`src/rtl/counter_pkg.sv`:
```
// Shared types and helpers for the modulo-k counter family.
package counter_pkg;

    typedef enum logic {
        DIR_DOWN = 1'b0,
        DIR_UP   = 1'b1
    } dir_t;

    // Saturating add on up to 32-bit quantities; result never exceeds max_v.
    function automatic logic [31:0] sat_add(input logic [31:0] a,
                                            input logic [31:0] b,
                                            input logic [31:0] max_v);
        logic [32:0] sum;
        sum = {1'b0, a} + {1'b0, b};
        if (sum > {1'b0, max_v}) begin
            return max_v;
        end
        return sum[31:0];
    endfunction

endpackage

```
`src/rtl/counter_sat.sv`:
```
// Saturating event counter: increments on i_inc, sticks at 2^M-1.
module counter_sat
    import counter_pkg::*;
#(
    parameter int unsigned M = 8
) (
    input  logic         i_clk,
    input  logic         i_reset,
    input  logic         i_inc,
    output logic [M-1:0] o_value
);

    localparam logic [31:0] MAX_V = (M >= 32) ? 32'hFFFF_FFFF
                                              : 32'((64'd1 << M) - 64'd1);

    logic [M-1:0] value_q;
    logic [M-1:0] value_d;
    logic [31:0]  sum;

    always_comb begin
        sum     = sat_add(32'(value_q), 32'd1, MAX_V);
        value_d = value_q;
        if (i_inc) begin
            value_d = sum[M-1:0];
        end
    end

    always_ff @(posedge i_clk or posedge i_reset) begin
        if (i_reset) begin
            value_q <= '0;
        end else begin
            value_q <= value_d;
        end
    end

    assign o_value = value_q;

endmodule

```
`src/rtl/counter_mod_k_updown.sv`:
```
// Up/down modulo-k counter with load, wrap pulse and saturating period count.
// The modulus is captured only on wrap or load so a running period is never cut short.
module counter_mod_k_updown
    import counter_pkg::*;
#(
    parameter int unsigned N = 4,
    parameter int unsigned M = 8
) (
    input  logic         i_clk,
    input  logic         i_reset,
    input  logic         i_en,
    input  logic         i_up,
    input  logic         i_load,
    input  logic [N-1:0] i_load_value,
    input  logic [N-1:0] i_k,
    output logic [N-1:0] o_count,
    output logic         o_wrap,
    output logic [M-1:0] o_periods,
    output logic [N-1:0] o_k_active
);

    // Raw modulus encoding 0 stands for 2^N, so widen to N+1 bits.
    function automatic logic [N:0] ext_k(input logic [N-1:0] k);
        return (k == '0) ? {1'b1, {N{1'b0}}} : {1'b0, k};
    endfunction

    logic [N-1:0] count_q, count_d;
    logic [N-1:0] k_q, k_d;
    logic         k_valid_q, k_valid_d;
    logic         wrap_q, wrap_d;

    logic [N-1:0] k_eff;
    logic [N:0]   k_eff_ext;
    logic [N:0]   last_ext;
    logic [N:0]   new_last_ext;
    logic [N:0]   count_ext;
    dir_t         dir;

    assign dir          = dir_t'(i_up);
    assign k_eff        = k_valid_q ? k_q : i_k;
    assign k_eff_ext    = ext_k(k_eff);
    assign last_ext     = k_eff_ext - 1'b1;
    assign new_last_ext = ext_k(i_k) - 1'b1;
    assign count_ext    = {1'b0, count_q};

    always_comb begin
        count_d   = count_q;
        k_d       = k_q;
        k_valid_d = k_valid_q;
        wrap_d    = 1'b0;
        if (i_load) begin
            count_d   = ({1'b0, i_load_value} > new_last_ext) ? new_last_ext[N-1:0]
                                                              : i_load_value;
            k_d       = i_k;
            k_valid_d = 1'b1;
        end else if (i_en) begin
            if (dir == DIR_UP) begin
                if (count_ext >= last_ext) begin
                    count_d = '0;
                    wrap_d  = 1'b1;
                end else begin
                    count_d = count_q + N'(1);
                end
            end else begin
                if (count_q == '0) begin
                    count_d = last_ext[N-1:0];
                    wrap_d  = 1'b1;
                end else if (count_ext >= k_eff_ext) begin
                    count_d = last_ext[N-1:0];
                end else begin
                    count_d = count_q - N'(1);
                end
            end
            if (wrap_d) begin
                k_d       = i_k;
                k_valid_d = 1'b1;
            end
        end
    end

    always_ff @(posedge i_clk or posedge i_reset) begin
        if (i_reset) begin
            count_q   <= '0;
            k_q       <= '0;
            k_valid_q <= 1'b0;
            wrap_q    <= 1'b0;
        end else begin
            count_q   <= count_d;
            k_q       <= k_d;
            k_valid_q <= k_valid_d;
            wrap_q    <= wrap_d;
        end
    end

    counter_sat #(.M(M)) u_periods (
        .i_clk   (i_clk),
        .i_reset (i_reset),
        .i_inc   (wrap_d),
        .o_value (o_periods)
    );

    assign o_count    = count_q;
    assign o_wrap     = wrap_q;
    assign o_k_active = k_eff;

endmodule
```
`config.mk`:
```
export PLATFORM = sky130hd
export DESIGN_NAME = counter_mod_k_updown
export DESIGN_NICKNAME = d
export VERILOG_FILES = /design/src/rtl/counter_pkg.sv /design/src/rtl/counter_sat.sv /design/src/rtl/counter_mod_k_updown.sv
export SDC_FILE = /design/constraint.sdc
export NUM_CORES = 1
export LEC_CHECK = 0
export BUFFER_PORTS_ARGS = -buffer_cell sky130_fd_sc_hd__clkbuf_2
export CAP_MARGIN = 5
export CORE_UTILIZATION = 50
export DETAILED_ROUTE_END_ITERATION = 16
export PLACE_DENSITY = 0.87
export SLEW_MARGIN = 25
export SYNTH_ARGS = -nofsm -noshare
export SYNTH_HDL_FRONTEND = slang
export SYNTH_SLANG_ARGS = --single-unit
```
`constraint.sdc`:
```
create_clock -name i_clk -period 3 [get_ports i_clk]
set_clock_uncertainty 0.05 [all_clocks]
set_input_delay 0.45 -clock i_clk [delete_from_list [all_inputs] [get_ports i_clk]]
set_output_delay 0.45 -clock i_clk [all_outputs]
set_load 0.03 [all_outputs]
```
Yosys cells after proc, flatten, opt, wreduce, memory -nomap -nowiden --
Cells that the tools add are included.
Operators by class: magnitude comparators 4, muxes and demuxes 26, reductions and logical operators 6, add/subtract/negate cells 5
Operators by type and width (number):
- $mux 4 | 11
- $mux 8 | 2
- $logic_not 4->1 | 3
- $mux 1 | 11
- $ge 4x5->1 | 2
- $mux 5 | 2
- $sub 5x1->5 const B | 2
- $add 8x1->9 const B | 1
- $gt 9x8->1 const B | 1
- $gt 4x5->1 | 1
- $add 4x1->4 const B | 1
- $reduce_bool 2->1 | 2
- $sub 4x1->4 const B | 1
- $reduce_and 2->1 | 1
Word-level totals: word-level logic and storage cells 46, register bits after elaboration 18, output and inout bits 17, input port bits 13

Depth between registers and ports, before layout --
Gate-level depths: netlist (run 1).
depth in word-level cells 12, mapped depth 11, gate-level depth less buffers 10

Cells and area by module --
Synthesis (run 1) repeated with hierarchy kept, for this count alone.
Second synthesis, totals: cell total of the unflattened synthesis 169, area total of the unflattened synthesis 1551.5 um^2
Modules (own cells, without submodules):
- counter_mod_k_updown | sequential area each 250.2 um^2, area each 1127.3 um^2, cells each 130, times used 1
- counter_sat | sequential area each 200.2 um^2, area each 424.2 um^2, cells each 39, times used 1

Worst setup path after synthesis (run 1) --
No wires, ideal clock.
kind reg-to-reg, from reg k_valid_q, to reg k_q[0], library setup time 0.125 ns, data required time 2.825 ns, data arrival time 2.580 ns, path slack 0.245 ns, path buffers 1, clock period less this slack 2.755 ns, stages on the path, launching flop included 11, cells stage by stage dfrtp_1 > buf_4 > mux2i_1 > ha_1 > xor2_1 > ha_1 > or4b_4 > a21oi_4 > nor3_2 > a21oi_4 > mux2_4
Between the ends: cells in the longest elaborated chain, start to end 11
Ends and longest elaborated chain:
- start, declared | RTL line counter_mod_k_updown.sv:29 | logic k_valid_q, k_valid_d;
- start signal, assigned | RTL line counter_mod_k_updown.sv:90 | k_valid_q <= k_valid_d;
- $mux 4 * | RTL line counter_mod_k_updown.sv:40 | assign k_eff = k_valid_q ? k_q : i_k;
- $logic_not 4->1 | RTL line counter_mod_k_updown.sv:24 | return (k == '0) ? {1'b1, {N{1'b0}}} : {1'b0, k};
- $mux 5 * | RTL line counter_mod_k_updown.sv:24
- $sub 5x1->5 * | RTL line counter_mod_k_updown.sv:42 | assign last_ext = k_eff_ext - 1'b1;
- $ge 4x5->1 * | RTL line counter_mod_k_updown.sv:58 | if (count_ext >= last_ext) begin
- $mux 1 * | RTL line counter_mod_k_updown.sv:58
- $mux 1 * | RTL line counter_mod_k_updown.sv:57 | if (dir == DIR_UP) begin
- $mux 1 * | RTL line counter_mod_k_updown.sv:56 | end else if (i_en) begin
- $mux 1 * | RTL line counter_mod_k_updown.sv:51 | if (i_load) begin
- $reduce_bool 2->1 (no source line) *
- $reduce_and 2->1 (no source line) *
- end signal, assigned | RTL line counter_mod_k_updown.sv:89 | k_q <= k_d;
- end, declared | RTL line counter_mod_k_updown.sv:28 | logic [N-1:0] k_q, k_d;
Mark *: on every way between the ends. The rest lies on a longest branch, timed or not. The select of a mux whose other input is x is not followed. A chain may end at the register's enable or synchronous reset.

Worst setup path in the final report (run 1) --
from reg k_valid_q, to reg k_q[3]
The elaborated chain is that of the path after synthesis.

==> impl_metrics.tcl, run 1 <==
set metrics [dict create \
    clock_latency_ps 300 \
    cts_buffers 3 \
    fp.dieArea_mm2 0.00356 \
    insertedDiodeCount 0 \
    ys_async_sr_fraction 1.00 \
    p_clk_frac 0.108 \
    worstMarginPinSlew_ps 691 \
    grt_pass1_wl_mm 6.13 \
    critPathTopFamily "simple AND/OR/NAND/NOR gates" \
    end_kind "flop" \
    slew_headroom 0.539 \
    ios 30 \
    worstPathCellList "buf_6 > mux2i_4 > nand3_2 > xnor2_2 > ha_2 > or4b_4 > a21oi_4 > buf_6 > nor3_2 > a21oi_4 > mux2_4" \
    power.share.switching 0.469 \
    path_max_fanout 6 \
    synthesis.instances 177 \
    r2r_cells 11 \
    drive_gt1_frac 0.364 \
    cts_tree "done" \
    grt_max_degree 19 \
    drtAntennaViolNets 0 \
    cp_slowest_cell "or4b_4" \
    wl_per_cell_um 14.3 \
    critPathKind "reg -> reg" \
    dp_hpwl_mm 2.87 \
    h-tree-depth 1 \
    total_power_w 0.00141 \
    holdBufCountCts 0 \
    track_usage 0.229 \
    pwr-share-comb 0.614 \
    vias 1505 \
    synth_flop_cell "dfrtp_1" \
    crit_required_ps 3140 \
    finalMaxSlewViolations 0 \
    rsz0062_at_grt "true" \
    synth_area_mm2 0.00166 \
    finalHoldViolations 0 \
    drc 0 \
    max_stage_delay_ps 520 \
    r2r_end "k_q[3]" \
    cts_sinks 18 \
    via_per_inst 5.59 \
    outcome "completed" \
    p_int_w 0.000747 \
    critPathBufInv 2 \
    first_pass_iters 4 \
    syn2layout_area_growth_pct 27.2 \
    mostFrequentLayoutCells "29 x clkbuf_2, 17 x dfrtp_1, 16 x inv_1, 16 x ha_1, 16 x buf_4" \
    hp-class "in -> async" \
    ys_seq_elements 18 \
    core_area_mm2 0.00310 \
    globalplace.congestion 0.906 \
    die_x_um 59.6 \
    power.switching_w 0.000660 \
    antenna_found_initial 0 \
    initial_core_util 0.535 \
    ys_seq_area_frac 0.271 \
    pwr-share-seq 0.278 \
    fp-row-count 20 \
    synth_area_per_cell_um2 9.39 \
    ys_warn_count 0 \
    clkTransAtPathRegs_ps 110 \
    final_common_cell "clkbuf_2" \
    root_buffer "clkbuf_4" \
    max_freq_mhz 336 \
    io_buffers 29 \
    reg2reg_from "k_valid_q" \
    period_needed_ps 2980 \
    r2r_setup_slack_ps 20 \
    drv_cap 0 \
    nFillCells 252 \
    synth_edf_count 0 \
    synth_cell_types 52 \
    hold_ws_ps 169 \
    cp-start-kind "flop" \
    fp.dieH_um 59.6 \
    vdd_ir_drop_max_v 0.000334 \
    final_nets 258 \
    worstPathArrival_ps 3110 \
    p_per_area_mw_per_mm2 665 \
    grt_pass1_vias 1404 \
    syn_nets 209 \
    leakage_nw 1.01 \
    drt_iter0_drc 94 \
    wirelength_mm 3.85 \
    period_share 0.993 \
    grt_overflow_total 0 \
    cts_buffer_depth 2 \
    setup_violations 0 \
]
-- power groups by stage --
stage / logic (W) / registers [W] / clock network (W)
after floorplan: 0.000472 / 0.000480 / 0
after global placement: 0.000783 / 0.000386 / 0
after detailed placement: 0.000806 / 0.000389 / 0
after CTS: 0.000824 / 0.000386 / 0.000157
after global routing: 0.000945 / 0.000404 / 0.000167
final: 0.000864 / 0.000391 / 0.000152
-- worst max-delay path by stage --
stage / from / end / cells past startpoint
floorplan: k_valid_q / k_q[0] / 10
global placement: i_k[1] / u_periods.o_value[7] / 10
detailed placement: i_k[1] / u_periods.o_value[7] / 10
CTS: k_valid_q / k_q[0] / 10
global route: k_valid_q / k_q[0] / 11
finish: k_valid_q / k_q[3] / 11
-- cell type report --
| cell class | instances | area [um^2] | share of cell area |
|---|---|---|---|
| Clock buffer | 4 | 36.3 | 0.0172 |
| Inverter | 16 | 60.1 | 0.0284 |
| Multi-Input combinational cell | 139 | 1210 | 0.573 |
| Sequential cell | 18 | 452 | 0.214 |
| Tap cell | 44 | 55.1 | 0.0261 |
| Timing Repair Buffer | 48 | 299 | 0.142 |
-- synth_stat cells, types with 2 or more instances --
| master | instances | area, um^2 |
|---|---|---|
| ha_1 | 19 | 238 |
| dfrtp_1 | 18 | 450 |
| inv_1 | 16 | 60.1 |
| a21oi_1 | 10 | 50.1 |
| nand2_1 | 10 | 37.5 |
| nor2_1 | 8 | 30.0 |
| mux2i_1 | 7 | 70.1 |
| nand3_1 | 6 | 30.0 |
| and3_1 | 5 | 31.3 |
| mux2_4 | 5 | 75.1 |
| nor3_1 | 5 | 25.0 |
| o21a_1 | 5 | 37.5 |
| o21ai_0 | 5 | 25.0 |
| nand2b_1 | 4 | 25.0 |
| nand4_1 | 4 | 25.0 |
| xnor2_1 | 4 | 35.0 |
| a21oi_4 | 2 | 32.5 |
| a31oi_1 | 2 | 12.5 |
| a41oi_1 | 2 | 17.5 |
| and4_1 | 2 | 17.5 |
| nor2_2 | 2 | 12.5 |
| nor2b_1 | 2 | 12.5 |
| nor3b_1 | 2 | 15.0 |
| o211ai_1 | 2 | 15.0 |
| o21bai_1 | 2 | 15.0 |
| xor2_1 | 2 | 17.5 |
-- registers in the layout, summed over array words and instances (netlist names) --
signal,flops
k_valid_q,1
k_q,4
o_wrap,1
o_count,4
u_periods.o_value,8
-- kinds of logic (layout without fill, tap and decap cells) --
kind of cell / after synthesis / in the layout / synth area share
buf+inv: 20 / 68 / 0.0527
flops: 18 / 18 / 0.271
mux: 14 / 14 / 0.101
compound gates: 42 / 42 / 0.192
simple gates: 58 / 58 / 0.209
xor+xnor: 6 / 6 / 0.0316
fa+ha+maj: 19 / 19 / 0.143
-- per-stage QoR --
step / TNS, ps / utilization / instance area, um^2 / worst slack, ps / cells
4_1_cts: 0 / 0.655 / 2030 / 6.87 / 268
5_1_grt: -276 / 0.681 / 2110 / -70.1 / 269
6_report: 0 / 0.681 / 2110 / 21.7 / 269
3_5_place_dp: -2250 / 0.632 / 1960 / -461 / 263
2_1_floorplan: 0 / - / 1660 / 245 / 177
3_3_place_gp: -719 / 0.632 / 1960 / -269 / 263
-- per-layer routing --
layer | track usage | vias to the layer above | wire, um
met3 | 0.0437 | 4 | 149
met5 | 0 | - | 0
met1 | 0.294 | 723 | 1700
li1 | - | 742 | -
met2 | 0.406 | 36 | 1960
met4 | 0.0299 | 0 | 38
-- what timing repair did --
item	in CTS	in global routing
resized for setup	5	14
setup endpoints to repair	12	4
pin swaps	2	4
setup buffers	1	1
Power figures use the tool's default switching activity.
==> run 2, diff against run 1 <==
--- a/config.mk
+++ b/config.mk
@@ -9,7 +9,7 @@
 export CAP_MARGIN = 5
 export CORE_UTILIZATION = 50
 export DETAILED_ROUTE_END_ITERATION = 16
-export PLACE_DENSITY = 0.87
+export PLACE_DENSITY = 0.88
 export SLEW_MARGIN = 25
 export SYNTH_ARGS = -nofsm -noshare
 export SYNTH_HDL_FRONTEND = slang
==> run 2 against run 1 <==
Effect of this change:
- worst hold slack worse by 17 ps
- first-iteration DRC count down 35%
- total power down 2.9%
- setup slack better by 57 ps
- core utilization down 3.1 points
- critical path depth down 1
- via count down 2.9%
- clock power up 4%
- critical path type unchanged
- critical endpoint is now k_q[2]
==> impl_metrics.tcl, run 2 (synthesized netlist as in run 1, its figures left out) <==
set metrics [dict create \
    h-tree-depth 1 \
    hp-class "in -> async" \
    dp_cells 260 \
    cp-start-kind "flop" \
    period_needed_ps 2920 \
    insertedDiodeCount 0 \
    antenna_found_initial 0 \
    grt_pass1_wl_mm 6.31 \
    cts_buffers 3 \
    setup_violations 0 \
    clkTransAtPathRegs_ps 110 \
    finalMaxSlewViolations 0 \
    via_per_inst 5.50 \
    drt_iter0_drc 61 \
    drtAntennaViolNets 0 \
    outcome "completed" \
    fp-row-count 20 \
    grt_max_degree 19 \
    ios 30 \
    worstMarginPinSlew_ps 681 \
    wirelength_mm 3.71 \
    final_common_cell "clkbuf_2" \
    cts_buffer_depth 2 \
    crit_required_ps 3150 \
    dp_hpwl_mm 2.84 \
    placed_cell_area_mm2 0.00194 \
    wl_per_cell_um 13.9 \
    drv_cap 0 \
    track_usage 0.238 \
    vdd_ir_drop_max_v 0.000350 \
    clock_latency_ps 310 \
    leakage_nw 0.997 \
    fin_cells 266 \
    design_area_mm2 0.00202 \
    drc 0 \
    critPathKind "reg -> reg" \
    initial_core_util 0.535 \
    grt_overflow_total 0 \
    path_max_fanout 5 \
    vias 1462 \
    die_x_um 59.6 \
    fp.dieArea_mm2 0.00356 \
    end_kind "flop" \
    first_pass_iters 4 \
    worstPathArrival_ps 3070 \
    slew_headroom 0.545 \
    grt_pass1_vias 1444 \
    period_share 0.974 \
    mostFrequentLayoutCells "29 x clkbuf_2, 19 x ha_1, 17 x dfrtp_1" \
    globalplace.congestion 0.937 \
    syn2layout_area_growth_pct 21.4 \
    fp.dieH_um 59.6 \
    drive_gt1_frac 0.320 \
    cts_sinks 18 \
    io_buffers 29 \
    core_area_mm2 0.00310 \
    largest_reg_flops 8 \
    postLayoutCoreUtil 0.650 \
    finalHoldViolations 0 \
    nFillCells 279 \
    cts_tree "done" \
    p_per_area_mw_per_mm2 677 \
    max_freq_mhz 342 \
    final_nets 255 \
    root_buffer "clkbuf_4" \
]
==> run 2: metal layers <==
metal | vias to the layer above | GRT usage | share of wire
met1 | 666 | 0.284 | 0.44
met4 | 0 | 0.0831 | 0.022
met2 | 42 | 0.419 | 0.50
met3 | 11 | 0.0480 | 0.044
li1 | 743 | - | -
met5 | - | 0 | 0
==> run 2: where the power goes <==
part           total (W)  leakage [nW]  switching, W  internal (W)
clock           0.000158        0.0210     0.0000841     0.0000742
sequential      0.000398         0.215     0.0000970      0.000301
combinational   0.000809         0.760      0.000467      0.000342
total            0.00137         0.997      0.000648      0.000717
==> run 2: cell type report <==
type / count / area (um^2) / share of cell area
inverter: 16 / 60.1 / 0.0298
sequential: 18 / 452 / 0.224
tap: 44 / 55.1 / 0.0273
timing repair buffer: 45 / 265 / 0.132
multi-input combinational: 139 / 1150 / 0.569
clock buffer: 4 / 36.3 / 0.0180
==> run 2: through the flow <==
stage / setup TNS, ps / hold WS [ps] / power (W) / worst slack (ps)
after global placement: -761 / 454 / 0.00116 / -279
final: 0 / 152 / 0.00137 / 78.6
after detailed placement: -1530 / 453 / 0.00119 / -399
after global routing: -41.0 / 205 / 0.00148 / -14.0
after floorplan: 0 / 339 / 0.000952 / 245
after CTS: 0 / 175 / 0.00136 / 3.36
==> run 2: worst paths after layout <==
check	startpoint	to	slack [ps]	cells after the start
worst max-delay path	k_valid_q	k_q[2]	80	10
worst max register to register	k_valid_q	k_q[2]	80	10
worst min-delay path	i_reset	k_q[0]	150	2
worst min register to register	k_q[0]	k_q[0]	510	1
min in group i_clk	i_load_value[3]	o_count[3]	450	3
max in group asynchronous	i_reset	k_valid_q	2280	2
==> run 2: timing repair <==
item                                    4_1_cts  5_1_grt
hold buffers                                  0        0
pin swaps                                     1        1
resized for setup                             2        3
endpoints found under the setup margin        9        6
cloned                                        0        0
buffers inserted                              1        1
==> run 2: critical path, cell delays in order, from the launching register on <==
cell and delay [ps]:
dfrtp_2 490, mux2i_4 230, ha_1 210, xor2_1 180, ha_1 200, or4b_4 540, a21oi_4 130, buf_4 130
nor3_2 50, a21oi_4 270, mux2_4 330
==> run 3, diff against run 2 <==
--- a/config.mk
+++ b/config.mk
@@ -5,7 +5,7 @@
 export SDC_FILE = /design/constraint.sdc
 export NUM_CORES = 1
 export LEC_CHECK = 0
-export BUFFER_PORTS_ARGS = -buffer_cell sky130_fd_sc_hd__clkbuf_2
+export BUFFER_PORTS_ARGS = -buffer_cell sky130_fd_sc_hd__buf_2
 export CAP_MARGIN = 5
 export CORE_UTILIZATION = 50
 export DETAILED_ROUTE_END_ITERATION = 16
==> run 3 against run 2 <==
Effect of this change:
- via count rose by 3.9%
- largest cell class unchanged
- setup slack improved by 45 ps
- critical path depth fell by 1
- critical endpoint is now k_q[0]
- highest routed layer unchanged
==> impl_metrics.tcl, run 3 (synthesized netlist as in run 1, its figures left out) <==
set metrics [dict create \
    outcome "completed" \
    cp-start-kind "flop" \
    r2r_cells 9 \
    syn2layout_area_growth_pct 20.9 \
    setup_violations 0 \
    placed_cell_area_mm2 0.00194 \
    globalplace.congestion 0.888 \
    cts_sinks 18 \
    die_x_um 59.6 \
    slew_headroom 0.526 \
    largest_reg_flops 8 \
    final_nets 255 \
    h-tree-depth 1 \
    drv_cap 0 \
    period_share 0.959 \
    cts_buffers 3 \
    hold_ws_ps 193 \
    antenna_found_initial 0 \
    finalMaxSlewViolations 0 \
    vdd_ir_drop_max_v 0.000354 \
    met3WireLength_um 188 \
    finalHoldViolations 0 \
    drtAntennaViolNets 0 \
    grt_pass1_vias 1450 \
    drive_gt1_frac 0.320 \
    critPathKind "reg -> reg" \
    drc 0 \
    total_power_w 0.00137 \
    p_per_area_mw_per_mm2 680 \
    mostFrequentLayoutCells "29 x buf_2, 19 x ha_1, 17 x dfrtp_1" \
    cts_buffer_depth 2 \
    grt_pass1_wl_mm 6.20 \
    fp.dieArea_mm2 0.00356 \
    worstPathArrival_ps 3020 \
    end_kind "flop" \
    clock_latency_ps 300 \
    root_buffer "clkbuf_4" \
    drt_iter0_drc 93 \
    leakage_nw 0.993 \
    nFillCells 284 \
    crit_required_ps 3150 \
    r2r_end "k_q[0]" \
    initial_core_util 0.535 \
    io_buffers 29 \
    top_layer_used "met4" \
    grt_overflow_total 0 \
    core_area_mm2 0.00310 \
    vias 1519 \
    track_usage 0.235 \
    via_per_inst 5.71 \
    path_max_fanout 6 \
    hp-class "in -> async" \
    insertedDiodeCount 0 \
    route.met2.wl_mm 1.90 \
    max_freq_mhz 348 \
    r2r_setup_slack_ps 120 \
    fp.dieH_um 59.6 \
    design_area_mm2 0.00201 \
    final_common_cell "buf_2" \
    postLayoutCoreUtil 0.647 \
    wl_met1_mm 1.55 \
    worstMarginPinSlew_ps 710 \
    wirelength_mm 3.72 \
    grt_max_degree 19 \
    ios 30 \
    rsz0062_at_grt "false" \
    cts_tree "done" \
    reg2reg_from "k_valid_q" \
    first_pass_iters 4 \
    fp-row-count 20 \
    period_needed_ps 2880 \
    clkTransAtPathRegs_ps 110 \
    dp_hpwl_mm 2.93 \
    wl_per_cell_um 14.0 \
]
[run 3: worst max-delay path by stage]
stage | start | end | slack, ps | cells past startpoint
final | k_valid_q | k_q[0] | 120 | 9
after global routing | k_valid_q | k_q[0] | 6 | 9
after CTS | k_valid_q | k_q[0] | 10 | 9
after detailed placement | i_k[1] | u_periods.o_value[7] | -440 | 10
after global placement | i_k[1] | u_periods.o_value[7] | -290 | 10
after floorplan | k_valid_q | k_q[0] | 240 | 10
[run 3: power by group]
part / internal [W] / switching, W
sequential: 0.000301 / 0.0000983
clock: 0.0000741 / 0.0000811
combinational: 0.000342 / 0.000470
[run 3: layout make-up]
cell class              instances  area (um^2)  share of cell area
clock buffers                   4         36.3              0.0181
inverters                      16         60.1              0.0299
multi-input cells             139         1140               0.568
flip-flops and latches         18          452               0.225
well taps                      44         55.1              0.0274
repair buffers                 45          265               0.132
[run 3: what timing repair did]
| item | in CTS | in global routing |
|---|---|---|
| buffers inserted | 2 | 0 |
| pin swaps | 1 | 0 |
| setup endpoints to repair | 8 | 10 |
| hold buffers | 0 | 0 |
| resized for setup | 1 | 3 |
[run 3: metal layers]
layer,global-route usage,vias up
li1,-,743
met1,0.278,719
met2,0.411,44
met3,0.0415,13
met4,0.110,0
met5,0,-
[run 3: metrics by stage]
| step | setup slack, ps | setup TNS, ps | instances |
|---|---|---|---|
| finish | 123 | 0 | 266 |
| global route | 5.75 | 0 | 266 |
| CTS | 11.5 | 0 | 266 |
| detailed placement | -441 | -1950 | 260 |
| global placement | -287 | -816 | 260 |
| floorplan | 245 | 0 | 177 |
[run 3: worst max-delay path, stage by stage, from the launching register on]
cell     delay (ps)
dfrtp_2         450
mux2i_2         310
ha_1            230
xor2_1           90
ha_1            210
or4b_4          550
a21oi_4         190
nor3_2           80
a21oi_4         280
mux2_4          330
